**config.mk**
```make
export PLATFORM = sky130hd
export DESIGN_NAME = prog_loader
export DESIGN_NICKNAME = d
export VERILOG_FILES = /design/src/rtl/prog_loader_pkg.sv /design/src/rtl/loader_timeout.sv /design/src/rtl/prog_loader.sv
export SDC_FILE = /design/constraint.sdc
export NUM_CORES = 1
export LEC_CHECK = 0
export CAP_MARGIN = 5
export CELL_PAD_IN_SITES_DETAIL_PLACEMENT = 1
export CELL_PAD_IN_SITES_GLOBAL_PLACEMENT = 1
export CORE_MARGIN = 2
export CORE_UTILIZATION = 45
export DETAILED_ROUTE_END_ITERATION = 6
export DONT_BUFFER_PORTS = 1
export PLACE_DENSITY = 0.8
export RECOVER_POWER = 50
export SLEW_MARGIN = 20
export SYNTH_ARGS = -nofsm -noshare
export SYNTH_HDL_FRONTEND = slang
export SYNTH_SLANG_ARGS = --single-unit
```
**constraint.sdc**
```tcl
create_clock -name CLK -period 3.4 [get_ports CLK]
set_clock_uncertainty 0.05 [all_clocks]
set_input_delay 0.34 -clock CLK [delete_from_list [all_inputs] [get_ports CLK]]
set_output_delay 0.34 -clock CLK [all_outputs]
set_load 0.005 [all_outputs]
```
**src/rtl/prog_loader_pkg.sv**
```systemverilog
// Shared definitions for the program loader: FSM state encoding and the default frame marker.
package prog_loader_pkg;

   typedef enum logic [2:0] {
      SYNC  = 3'd0,
      LEN   = 3'd1,
      DATA  = 3'd2,
      CSUM  = 3'd3,
      DONE  = 3'd4,
      ERROR = 3'd5
   } state_t;

   localparam logic [7:0] SYNC_BYTE_DEF = 8'hA5;

   // States in which the loader consumes stream bytes.
   function automatic logic takes_bytes(input state_t s);
      return (s == SYNC) || (s == LEN) || (s == DATA) || (s == CSUM);
   endfunction

endpackage

```
**src/rtl/loader_timeout.sv**
```systemverilog
// Idle-cycle watchdog: counts while enabled, clears on request, flags the cycle whose edge reaches the limit.
module loader_timeout #(
   parameter int unsigned TIMEOUT_CYCLES = 1000000
) (
   input  logic clk,
   input  logic reset,
   input  logic clear,
   input  logic en,
   output logic expired
);

   localparam int unsigned CW = ($clog2(TIMEOUT_CYCLES + 1) < 1) ? 1 : $clog2(TIMEOUT_CYCLES + 1);
   localparam logic [CW-1:0] LIM = CW'((TIMEOUT_CYCLES == 0) ? 0 : TIMEOUT_CYCLES - 1);

   logic [CW-1:0] cnt;

   always_ff @(posedge clk) begin
      if (reset || clear || !en)
         cnt <= '0;
      else if (cnt != LIM)
         cnt <= cnt + CW'(1);
   end

   // Asserted when this edge would be the TIMEOUT_CYCLES-th idle one.
   assign expired = (TIMEOUT_CYCLES != 0) && en && (cnt == LIM);

endmodule

```
**src/rtl/prog_loader.sv**
```systemverilog
// Framed byte-stream program loader: SYNC, LEN, data, CSUM -> iram writes; holds the core until verified.
module prog_loader
   import prog_loader_pkg::*;
#(
   parameter int          ADDR_W         = 8,
   parameter logic [7:0]  SYNC_BYTE      = SYNC_BYTE_DEF,
   parameter int unsigned TIMEOUT_CYCLES = 1000000
) (
   input  logic              CLK,
   input  logic              reset,
   input  logic              restart,
   input  logic              in_valid,
   input  logic [7:0]        in_data,
   output logic              in_ready,
   output logic              wr_en,
   output logic [ADDR_W-1:0] wr_addr,
   output logic [7:0]        wr_data,
   output logic              cpu_hold,
   output logic              load_done,
   output logic              load_error
);

   localparam logic [8:0] DEPTH = 9'(1 << ADDR_W);

   state_t     state, state_d;
   logic [8:0] len, cnt, len_byte;
   logic [7:0] sum;
   logic       acc, expired, tmo_en, tmo_clear;
   logic       in_ready_d, wr_en_d, cpu_hold_d, load_done_d, load_error_d;

   // restart takes priority: a byte offered alongside it is not consumed.
   assign acc       = in_valid && in_ready && !restart;
   assign len_byte  = (in_data == 8'd0) ? 9'd256 : {1'b0, in_data};
   assign tmo_en    = (state == LEN) || (state == DATA) || (state == CSUM);
   assign tmo_clear = (in_valid && in_ready) || restart;

   loader_timeout #(.TIMEOUT_CYCLES(TIMEOUT_CYCLES)) u_timeout (
      .clk    (CLK),
      .reset  (reset),
      .clear  (tmo_clear),
      .en     (tmo_en),
      .expired(expired)
   );

   always_ff @(posedge CLK) begin
      if (reset) begin
         state      <= SYNC;
         in_ready   <= 1'b0;
         wr_en      <= 1'b0;
         cpu_hold   <= 1'b1;
         load_done  <= 1'b0;
         load_error <= 1'b0;
      end else begin
         state      <= state_d;
         in_ready   <= in_ready_d;
         wr_en      <= wr_en_d;
         cpu_hold   <= cpu_hold_d;
         load_done  <= load_done_d;
         load_error <= load_error_d;
      end
   end

   always_comb begin
      state_d = state;
      if (restart) begin
         state_d = SYNC;
      end else begin
         unique case (state)
            SYNC:  if (acc && in_data == SYNC_BYTE) state_d = LEN;
            LEN:   if (acc) state_d = (len_byte > DEPTH) ? ERROR : DATA;
                   else if (expired) state_d = ERROR;
            DATA:  if (acc) begin
                      if (cnt == len - 9'd1) state_d = CSUM;
                   end else if (expired) state_d = ERROR;
            CSUM:  if (acc) state_d = (in_data == sum) ? DONE : ERROR;
                   else if (expired) state_d = ERROR;
            default: state_d = state;
         endcase
      end
   end

   always_comb begin
      in_ready_d   = takes_bytes(state_d);
      wr_en_d      = acc && (state == DATA);
      cpu_hold_d   = (state_d != DONE);
      load_done_d  = (state_d == DONE);
      load_error_d = (state_d == ERROR);
   end

   always_ff @(posedge CLK) begin
      if (reset) begin
         wr_addr <= '0;
         wr_data <= '0;
         len     <= '0;
         cnt     <= '0;
         sum     <= '0;
      end else if (restart) begin
         len <= '0;
         cnt <= '0;
         sum <= '0;
      end else if (acc) begin
         case (state)
            LEN: begin
               len <= len_byte;
               cnt <= '0;
               sum <= '0;
            end
            DATA: begin
               wr_addr <= cnt[ADDR_W-1:0];
               wr_data <= in_data;
               sum     <= sum + in_data;
               cnt     <= cnt + 9'd1;
            end
            default: ;
         endcase
      end
   end

endmodule

```
* Yosys cells after proc, flatten, opt, wreduce, memory -nomap -nowiden
Index checks and enable logic that the tools add are counted.
** Word-level totals
- Logic and storage cells :: 68
- Bits in read-only memories :: 0
- Bits of input ports :: 12
- Output and inout bits :: 21
- Bits in latches :: 0
- Memories kept :: 0
- Register bits after elaboration :: 70
- RAM bits :: 0
** Cells by class
- Equal/unequal tests :: 14
- $add $sub $neg :: 4
- Reduce and logical (&&, ||, !) cells :: 23
- Multiply operators :: 0
- Bitwise gates (word level) :: 1
- Shifts and indexed selects :: 0
- Magnitude comparators :: 1
- Divide/modulo/power cells :: 0
- Mux-type cells :: 13
** Operator list (count)
- two-way mux 3 bit :: 8
- adder 20 x 1 -> 20 bit, second input constant :: 1
- equality test 20 bit, second input constant :: 1
- != test 20 bit, second input constant :: 1
- one-hot mux 9 bit (2 select lines) :: 1
- one-hot mux 8 bit (2 select lines) :: 1
- equality test 3 x 2 -> 1 bit, second input constant :: 4
- one-hot mux 3 bit (4 select lines) :: 1
- adder 9 x 1 -> 9 bit, second input constant :: 1
- equality test 9 bit :: 1
- greater-than comparator 9 bit, second input constant :: 1
- two-way mux 9 bit :: 1
- subtractor 9 x 1 -> 9 bit, second input constant :: 1
- adder 8 bit :: 1
- equality test 8 bit :: 1
- equality test 8 bit, second input constant :: 1
- logical NOT 8 bit :: 1
- logical OR 1 bit :: 8
- equality test 3 x 1 -> 1 bit, second input constant :: 2
- equality test 3 bit, second input constant :: 2
- logical NOT 3 bit :: 2
- logical AND 1 bit :: 5
- AND reduction 2 bit :: 2
- != test 3 bit, second input constant :: 1
- 6 further kinds :: 7

* Logic depth before layout (Yosys ltp)
Gate-level depths: netlist of run 1.
- Depth in word-level cells :: 12
- Depth in mapped cells :: 9
- Depth with buffers taken out :: 8

* Modules after synthesis
A second synthesis of run 1 with hierarchy kept.
** Unflattened totals
- Cell total of the unflattened synthesis :: 457
- Area, all modules :: 3624.7 µm²
** By module, submodules not included
- prog_loader :: instances 1, cells an instance 344, sequential area each 1001.0 µm², area an instance 2667.6 µm²
- loader_timeout :: instances 1, cells an instance 113, sequential area each 400.4 µm², area an instance 957.2 µm²

* Least setup slack after synthesis of run 1
OpenSTA, ideal clock, no wires.
- Path kind :: flip-flop to flip-flop
- Start :: register u_timeout.cnt[15]
- End :: register u_timeout.cnt[3]
- Buffers on the path :: 1
- Required time :: 3.222 ns
- Clock period less this slack :: 1.942 ns
- Slack :: 1.458 ns
- Stages on the path, launching flop included :: 8
- Library setup time :: 0.128 ns
- Arrival time :: 1.765 ns
- Cells stage by stage :: dfxtp_1 -> or4b_4 -> nor4_4 -> nand2_1 -> buf_2 -> nand4_1 -> xor2_1 -> nor2_1
** On the way
- Longest elaborated chain between the ends :: 1
** RTL lines
- start, declared :: RTL line loader_timeout.sv:15 : logic [CW-1:0] cnt;
- start signal, assigned :: RTL line loader_timeout.sv:21 : cnt <= cnt + CW'(1);
- != test 20 bit :: RTL line loader_timeout.sv:20 : else if (cnt != LIM)
No other way between the ends.
A chain may end at the register's enable or synchronous reset.

* Final worst setup path of run 1
- Start :: register in_ready
- End :: register sum[4]
** On the way
- Longest elaborated chain between the ends :: 3
** RTL lines
- start, declared :: RTL line prog_loader.sv:14 : output logic in_ready,
- start signal, assigned :: RTL line prog_loader.sv:55 : in_ready <= in_ready_d;
- logical AND 1 bit (2 in series) :: RTL line prog_loader.sv:32 : assign acc = in_valid && in_ready && !restart;
- AND reduction 2 bit (no source line)
- end signal, assigned :: RTL line prog_loader.sv:111 : sum <= sum + in_data;
- end, declared :: RTL line prog_loader.sv:27 : logic [7:0] sum;
No other way between the ends.

==> impl_results.md, run 1 <==
- Antenna Cells: 0
- Slowest-stage cell, CP: o21ai_0
- CTS Root Cell: clkbuf_8
- Leak: 1.32 nW
- Register area share after synthesis: 40.0%
- Fin. max-slew vios: 0
- Finished Layout Cells: between 500 and 600
- Register area: 0.00140 mm2
- Asr flop ratio synth: 0%
- Post-synthesis register bit count: 70
- Filler cells: a little over 900
- Routability Congestion: 0.831
- TritonCTS clock tree: yes
- Drt wl/cell: ~18 um
- Clock transition at path regs: 0.08 ns
- Most instantiated library cell after synthesis: dfxtp_1
- CTS buffer count: 9
- Startpoint Class: flip-flop
- CP dominant cell by count: nor2_1
- Multi-input gate area: 0.00198 mm2
- WL final: ~9700 um
- Max stage delay on crit path: 0.55 ns
- ANT nets after route: 0
- Synth cell types: 56
- Synth top area share: 40.0%
- Sequential power share: ~47%
- Share of layout cells above drive strength 1: approximately 7.7%
- DRT iter0 DRCs: 160
- Logic gate share of total power: 2.1%
- Worst hold path endpoint: in_ready$_SDFF_PP0_
- Overall Power: around 1.8 mW
- Period utilization: between 70% and 80%
- Cells after Synth: 428
- Status: finished, final reports clean
- First-pass GRT wire length: between 15,000 and 20,000 um
- Cell Chain, Critical Path: nand3b_1 > nor2_1 > clkbuf_1 > o21ai_0 > buf_4 > a22oi_1 > nor2_1
- Internal Power: 1.40 mW
- Area contributors post-synth: dfxtp_1, nor2_1, a21oi_1, nand2_1, xnor2_1
- First-pass iteration count of the detailed router: 4
- R2R Path Start: in_ready$_SDFF_PP0_
- GRT overflow: 0
- Sum Neg Setup Slack: 0 ns
- Synth warn: 0
- P per Cell Area: 456 mW/mm2
- Maxcap violations: 0
- Cell taking the most area after synthesis: dfxtp_1
- Hold Path Class: in2reg
- Post-synth EDFFs: 0
- Peak supply drop: approximately 0.25 mV
- WP buf/inv: 2
- Synth top cells by count: dfxtp_1, nor2_1, nand2_1
- Complex-gate fraction of the synthesized area: 14.5%
- Placed Cells: 514
- Initial core utilization: between 40% and 50%
- # clock sinks: 70
- Critical Path AT: roughly 2.8 ns
- Adder-cell share of the synthesized area: 4.14%
- FP Rows: 32
- Kind of critical path: reg2reg
- Hold_sp: restart
- CP Launch Point: in_ready$_SDFF_PP0_
- Worst Max-Slew Pin Slew: 1.20 ns
- Clk_lat worst skew: 0.35 ns
- Vias per cell: 5.89
- Syn Nets: approximately 450
- Layout Area Growth over Synthesis: 10.1%
- Post-DP HPWL: 6570 um
- Reg2reg end: sum[4]$_SDFFE_PP0P_
- Max Freq: 387 MHz
- Largest net degree at the start of global routing: 29
- Worst path top cell family by delay: compound AO/OA/AOI/OAI gates
- Die area: 0.00852 mm2
- Largest family of logic cells by synthesized area: simple AND/OR/NAND/NOR gates
- Mapped Area: ~0.0035 mm2
- Avg Cell Area, Syn: 8.19 um2
- Core Area: 0.00765 mm2
- Final nets: 449
- Post-Synth Simple-Gate Area: 29.5%
- Initial antenna violation count: 0
- Reg2Reg Setup Slack: 0.82 ns
- H-tree depth: 3
- Ys flop type: dfxtp_1
- Final Hold Fails: 0
- IO Count: 33
- Die width: 92.3 um
- Worst Reg-to-Reg Cells: 7
- DR vias: 3,138
- Mux contribution to synthesized area: 0.285%
- Number of global-route vias before repair: 3,273
- Clock power frac: 51.3%
- XOR/XNOR share of the synthesized area: 7.99%
- Sw Ratio: about a fifth
- Die Y: roughly 92 um
- DRC violations left: 0
- CP endpoint kind: flip-flop
- Final setup violation count: 0
- Switch Pwr: 0.365 mW
- RSZ-0062 raised after global routing: false
- Worst-path fanout max: 11
- Post-CTS Resized: 0
- Slew HR: 18.9%
- Max Root-Sink Buffers: 2
- Hold Crit Depth: 2
- # port buffers: 0
- Minimum clock period: 2.58 ns
- GRT Resource Usage Total: between 20 and 25%
- Critical path data required time: 3.56 ns
-- flip-flops by register name (all words and copies together), names as in the netlist --
name           count
load_error         1
state              3
in_ready           1
wr_addr            8
cpu_hold           1
sum                8
wr_en              1
cnt                9
u_timeout.cnt     20
wr_data            8
len                9
load_done          1
-- logic make-up (layout without fill, tap and decap cells) --
group / Yosys count / count (layout)
and+or+nand+nor: 205 / 205
AOI/OAI and AO/OA: 83 / 83
DFF: 70 / 70
xor gates and xnor gates: 32 / 32
buffers and inverters: 26 / 29
adders and majority gates: 11 / 11
muxes: 1 / 1
-- layer usage --
layer  up-vias  wire length, um  global-route usage, %  share of wire (%)
li1       1502                -                      -                  -
met3        17              377                   6.33                3.9
met5         -                0                      0                  0
met1      1562             3960                   26.6                 41
met4         0              235                   8.33                2.4
met2        57             5160                   45.3                 53
-- stage by stage --
| step | area [um2] | setup WS (ns) | utilization [%] | hold WS [ns] |
|---|---|---|---|---|
| 6_report | 3860 | 0.817 | 50.5 | 0.0642 |
| 5_1_grt | 3860 | 0.652 | 50.5 | 0.0736 |
| 4_1_cts | 3860 | 1.04 | 50.4 | 0.0000882 |
| 3_5_place_dp | 3570 | 1.13 | 46.6 | 0.363 |
| 3_3_place_gp | 3570 | 1.24 | 46.6 | 0.362 |
| 2_1_floorplan | 3510 | 1.46 | - | 0.403 |
-- what timing repair did --
| item | 4_1_cts | 5_1_grt |
|---|---|---|
| hold buffers | 2 | 1 |
| hold endpoints to repair | 17 | 1 |
| buffers inserted | 0 | 0 |
-- power by group through the flow --
stage	logic (mW)	clock network (mW)	registers [mW]
after detailed placement	0.0301	0	0.840
after global placement	0.0289	0	0.840
after floorplan	0.0261	0	0.840
final	0.0368	0.905	0.820
after CTS	0.0359	0.921	0.820
after global routing	0.0413	0.956	0.821
-- area by class of cell --
class,count,share of cell area [%]
clock inverters,7,3.76
inverters,5,0.486
flip-flops and latches,70,36.3
multi-input cells,332,51.3
well taps,102,3.31
repair buffers,8,1.65
clock buffers,9,3.21
-- worst max-delay path by stage --
stage,end,slack [ns],depth (start not counted)
2_1_floorplan,u_timeout.cnt[3]$_SDFFE_PP0N_,1.46,7
3_3_place_gp,u_timeout.cnt[3]$_SDFFE_PP0N_,1.24,6
3_5_place_dp,u_timeout.cnt[3]$_SDFFE_PP0N_,1.13,6
4_1_cts,u_timeout.cnt[3]$_SDFFE_PP0N_,1.04,6
5_1_grt,sum[4]$_SDFFE_PP0P_,0.65,7
6_report,sum[4]$_SDFFE_PP0P_,0.82,7
-- cell usage in the layout, fill, tap and decap left out, types with 4 or more instances in the layout --
cell type	instances
a21oi_1	41
a22oi_1	6
a31oi_1	4
and3_1	9
buf_4	4
bufinv_16	4
clkbuf_8	9
dfxtp_1	70
ha_1	10
inv_1	5
nand2_1	50
nand3_1	20
nand3b_1	7
nand4_1	15
nor2_1	57
nor2b_1	5
nor3_1	10
nor4_1	4
o21ai_0	12
or2_2	4
xnor2_1	17
xor2_1	15
Note: power is estimated with default switching activity, not from simulation.
==> run 2, diff against run 1 <==
clock period = 2.6 ns   (was 3.4 ns; I/O delays follow)
==> run 2 against run 1 <==
Effect of this change: critical path depth down 1; via count down 0.19%; non-clock buffer count up 8; wire length down 2.5%; hold slack worse by 0.064 ns; critical endpoint is now cnt[5]$_SDFFE_PP0P_.
==> impl_results.md, run 2 (synthesized netlist as in run 1, its figures left out) <==
- Status: finished, final reports clean
- CP Launch Point: state[2]$_SDFF_PP0_
- Final WS setup: 0.209 ns (-0.608 ns)
- Cell Chain, Critical Path: nand2b_1 > or2_0 > buf_4 > nor2_1 > o21ai_0 > a21oi_1
- P per Cell Area: 540 mW/mm2 (+18%)
- CTS Root Cell: clkbuf_8
- Initial antenna violation count: 0 (unchanged)
- CP endpoint kind: flip-flop
- GRT overflow: 0 (unchanged)
- Initial core utilization: 45.9% (unchanged)
- Die width: 92.3 um (unchanged)
- Share of layout cells above drive strength 1: 7.29% (-0.37 points)
- Hold_sp: in_data[0]
- Largest registers: u_timeout.cnt (20), cnt (9), len (9)
- WL final: 9490 um (-2.5%)
- Max stage delay on crit path: 0.69 ns (+0.14 ns)
- Startpoint Class: flip-flop
- Max Freq: 418 MHz (+8.0%)
- RSZ-0062 raised after global routing: false
- Commonest non-fill, non-tap cell in the layout: dfxtp_1
- Routability Congestion: 0.841 (+1.2%)
- Largest net degree at the start of global routing: 31 (+6.9%)
- Kind of critical path: reg2reg
- Vias per cell: 5.79 (-1.7%)
- Period utilization: 92.0% (+16 points)
- Final setup violation count: 0 (unchanged)
- Hold Path Class: in2reg
- Die area: 0.00852 mm2 (unchanged)
- DRC violations left: 0 (unchanged)
- First-pass iteration count of the detailed router: 5 (+1)
- Worst Reg-to-Reg Cells: 6 (-1)
- DRT iter0 DRCs: 118 (-26%)
- # port buffers: 0 (unchanged)
- Clk_lat worst skew: 0.35 ns (about the same)
- Largest register FFs: 20 (unchanged)
- Slowest-stage cell, CP: or2_0
- Most frequent cells in the layout: dfxtp_1, nor2_1, nand2_1
- Max Root-Sink Buffers: 2 (unchanged)
- Final Hold Fails: 0 (unchanged)
- Die Y: 92.3 um (unchanged)
- Largest Register: u_timeout.cnt
- IO Count: 33 (unchanged)
- Fin. max-slew vios: 0 (unchanged)
- Worst-path fanout max: 17 (+6)
- # clock sinks: 70 (unchanged)
- GRT Resource Usage Total: 24.1% (-0.25 points)
- Leak: 1.32 nW (+0.57%)
- Maxcap violations: 0 (unchanged)
- TritonCTS clock tree: yes
- R2R Path Start: state[2]$_SDFF_PP0_
- Minimum clock period: 2.39 ns (-0.192 ns)
- DR vias: 3,132 (-0.19%)
- Layout Area Growth over Synthesis: 10.7%
- Antenna Cells: 0 (unchanged)
- Final nets: 457 (+1.8%)
- Slew HR: 43.5% (+25 points)
- Critical path data required time: 2.78 ns (-0.78 ns)
- Peak supply drop: 0.252 mV (+0.51%)
- Setup bufs post-CTS: 0 (unchanged)
- Reg2Reg Setup Slack: 0.21 ns (-0.61 ns)
- Worst hold path endpoint: wr_data[0]$_SDFFE_PP0P_
- H-tree depth: 3 (unchanged)
- Hold WS: 0.000161 ns (-0.0640 ns)
- Hold Crit Depth: 2 (unchanged)
- Place WS: 0.338 ns (-0.789 ns)
- Reg2reg end: cnt[5]$_SDFFE_PP0P_
- ANT nets after route: 0 (unchanged)
- Core Area: 0.00765 mm2 (unchanged)
- Drt wl/cell: 17.5 um (-3.9%)
- Post-DP HPWL: 6390 um (-2.9%)
- FP Rows: 32 (unchanged)
- Clock transition at path regs: 0.08 ns (about the same)
- Filler cells: 928 (-0.22%)
- Critical Path AT: 2.57 ns (-0.18 ns)
- Number of global-route vias before repair: 3,325 (+1.6%)
- Sum Neg Setup Slack: 0 ns (unchanged)
- Worst Max-Slew Pin Slew: 0.845 ns (-0.359 ns)
- First-pass GRT wire length: 16,200 um (-0.51%)
- CTS buffer count: 9 (unchanged)
## run 2: cell types whose count changed in the layout (fill, tap and decap cells not counted)
cell           before  now
clkinv_2            0    2
inv_6               1    0
or2_0               0    1
o21ai_0            12   11
clkbuf_1            1    2
dlygate4sd3_1       3   10
bufinv_16           4    2
o21ai_1             1    2
or2_2               4    3
clkbuf_2            0    1
## run 2: worst max-delay path, delay by kind of cell (launching register included)
kind                   cells  cell delay (ns)
buffers and inverters      1             0.36
flip-flops                 1             0.54
AND/OR/NAND/NOR            3             1.04
AO/OA/AOI/OAI              2             0.28
## run 2: worst max path at each step
stage / to / slack, ns
finish: cnt[5]$_SDFFE_PP0P_ / 0.21
global placement: u_timeout.cnt[13]$_SDFFE_PP0N_ / 0.44
global route: cnt[4]$_SDFFE_PP0P_ / 0.08
CTS: u_timeout.cnt[13]$_SDFFE_PP0N_ / 0.26
floorplan: u_timeout.cnt[3]$_SDFFE_PP0N_ / 0.66
detailed placement: u_timeout.cnt[13]$_SDFFE_PP0N_ / 0.34
## run 2: metrics by stage
step                      cells  utilization (%)  power, mW  cell area, um2
after floorplan             428                -       1.13            3510
after global placement      515             46.7       1.14            3570
after detailed placement    515             46.7       1.14            3570
after CTS                   540             50.7       2.11            3880
after global routing        541             50.8       2.18            3880
final                       541             50.8       2.10            3880
## run 2: layout make-up
| cell class | count | area, um2 | area share, % |
|---|---|---|---|
| Multi-Input combinational cell | 332 | 1980 | 51.0 |
| Sequential cell | 70 | 1400 | 36.1 |
| Timing Repair Buffer | 16 | 139 | 3.58 |
| Clock buffer | 10 | 128 | 3.29 |
| Tap cell | 102 | 128 | 3.29 |
| Clock inverter | 6 | 86.3 | 2.22 |
| Inverter | 5 | 18.8 | 0.484 |
## run 2: routing by layer
layer / global-route usage (%) / part of all wire, % / wire [um] / vias to the layer above
li1: - / - / - / 1519
met1: 28.5 / 43 / 4080 / 1545
met2: 41.7 / 51 / 4870 / 45
met3: 6.41 / 3.3 / 310 / 23
met4: 8.96 / 2.4 / 229 / 0
met5: 0 / 0 / 0 / -
## run 2: repair_timing
action                                 4_1_cts  5_1_grt
resized for setup                            0        0
endpoints found under the hold margin       22        1
hold buffers                                 9        1
## run 2: power by group
part / switching [mW] / internal [mW]
registers: 0.00107 / 1.07
clock network: 0.424 / 0.539
logic: 0.0366 / 0.0242
total: 0.462 / 1.63
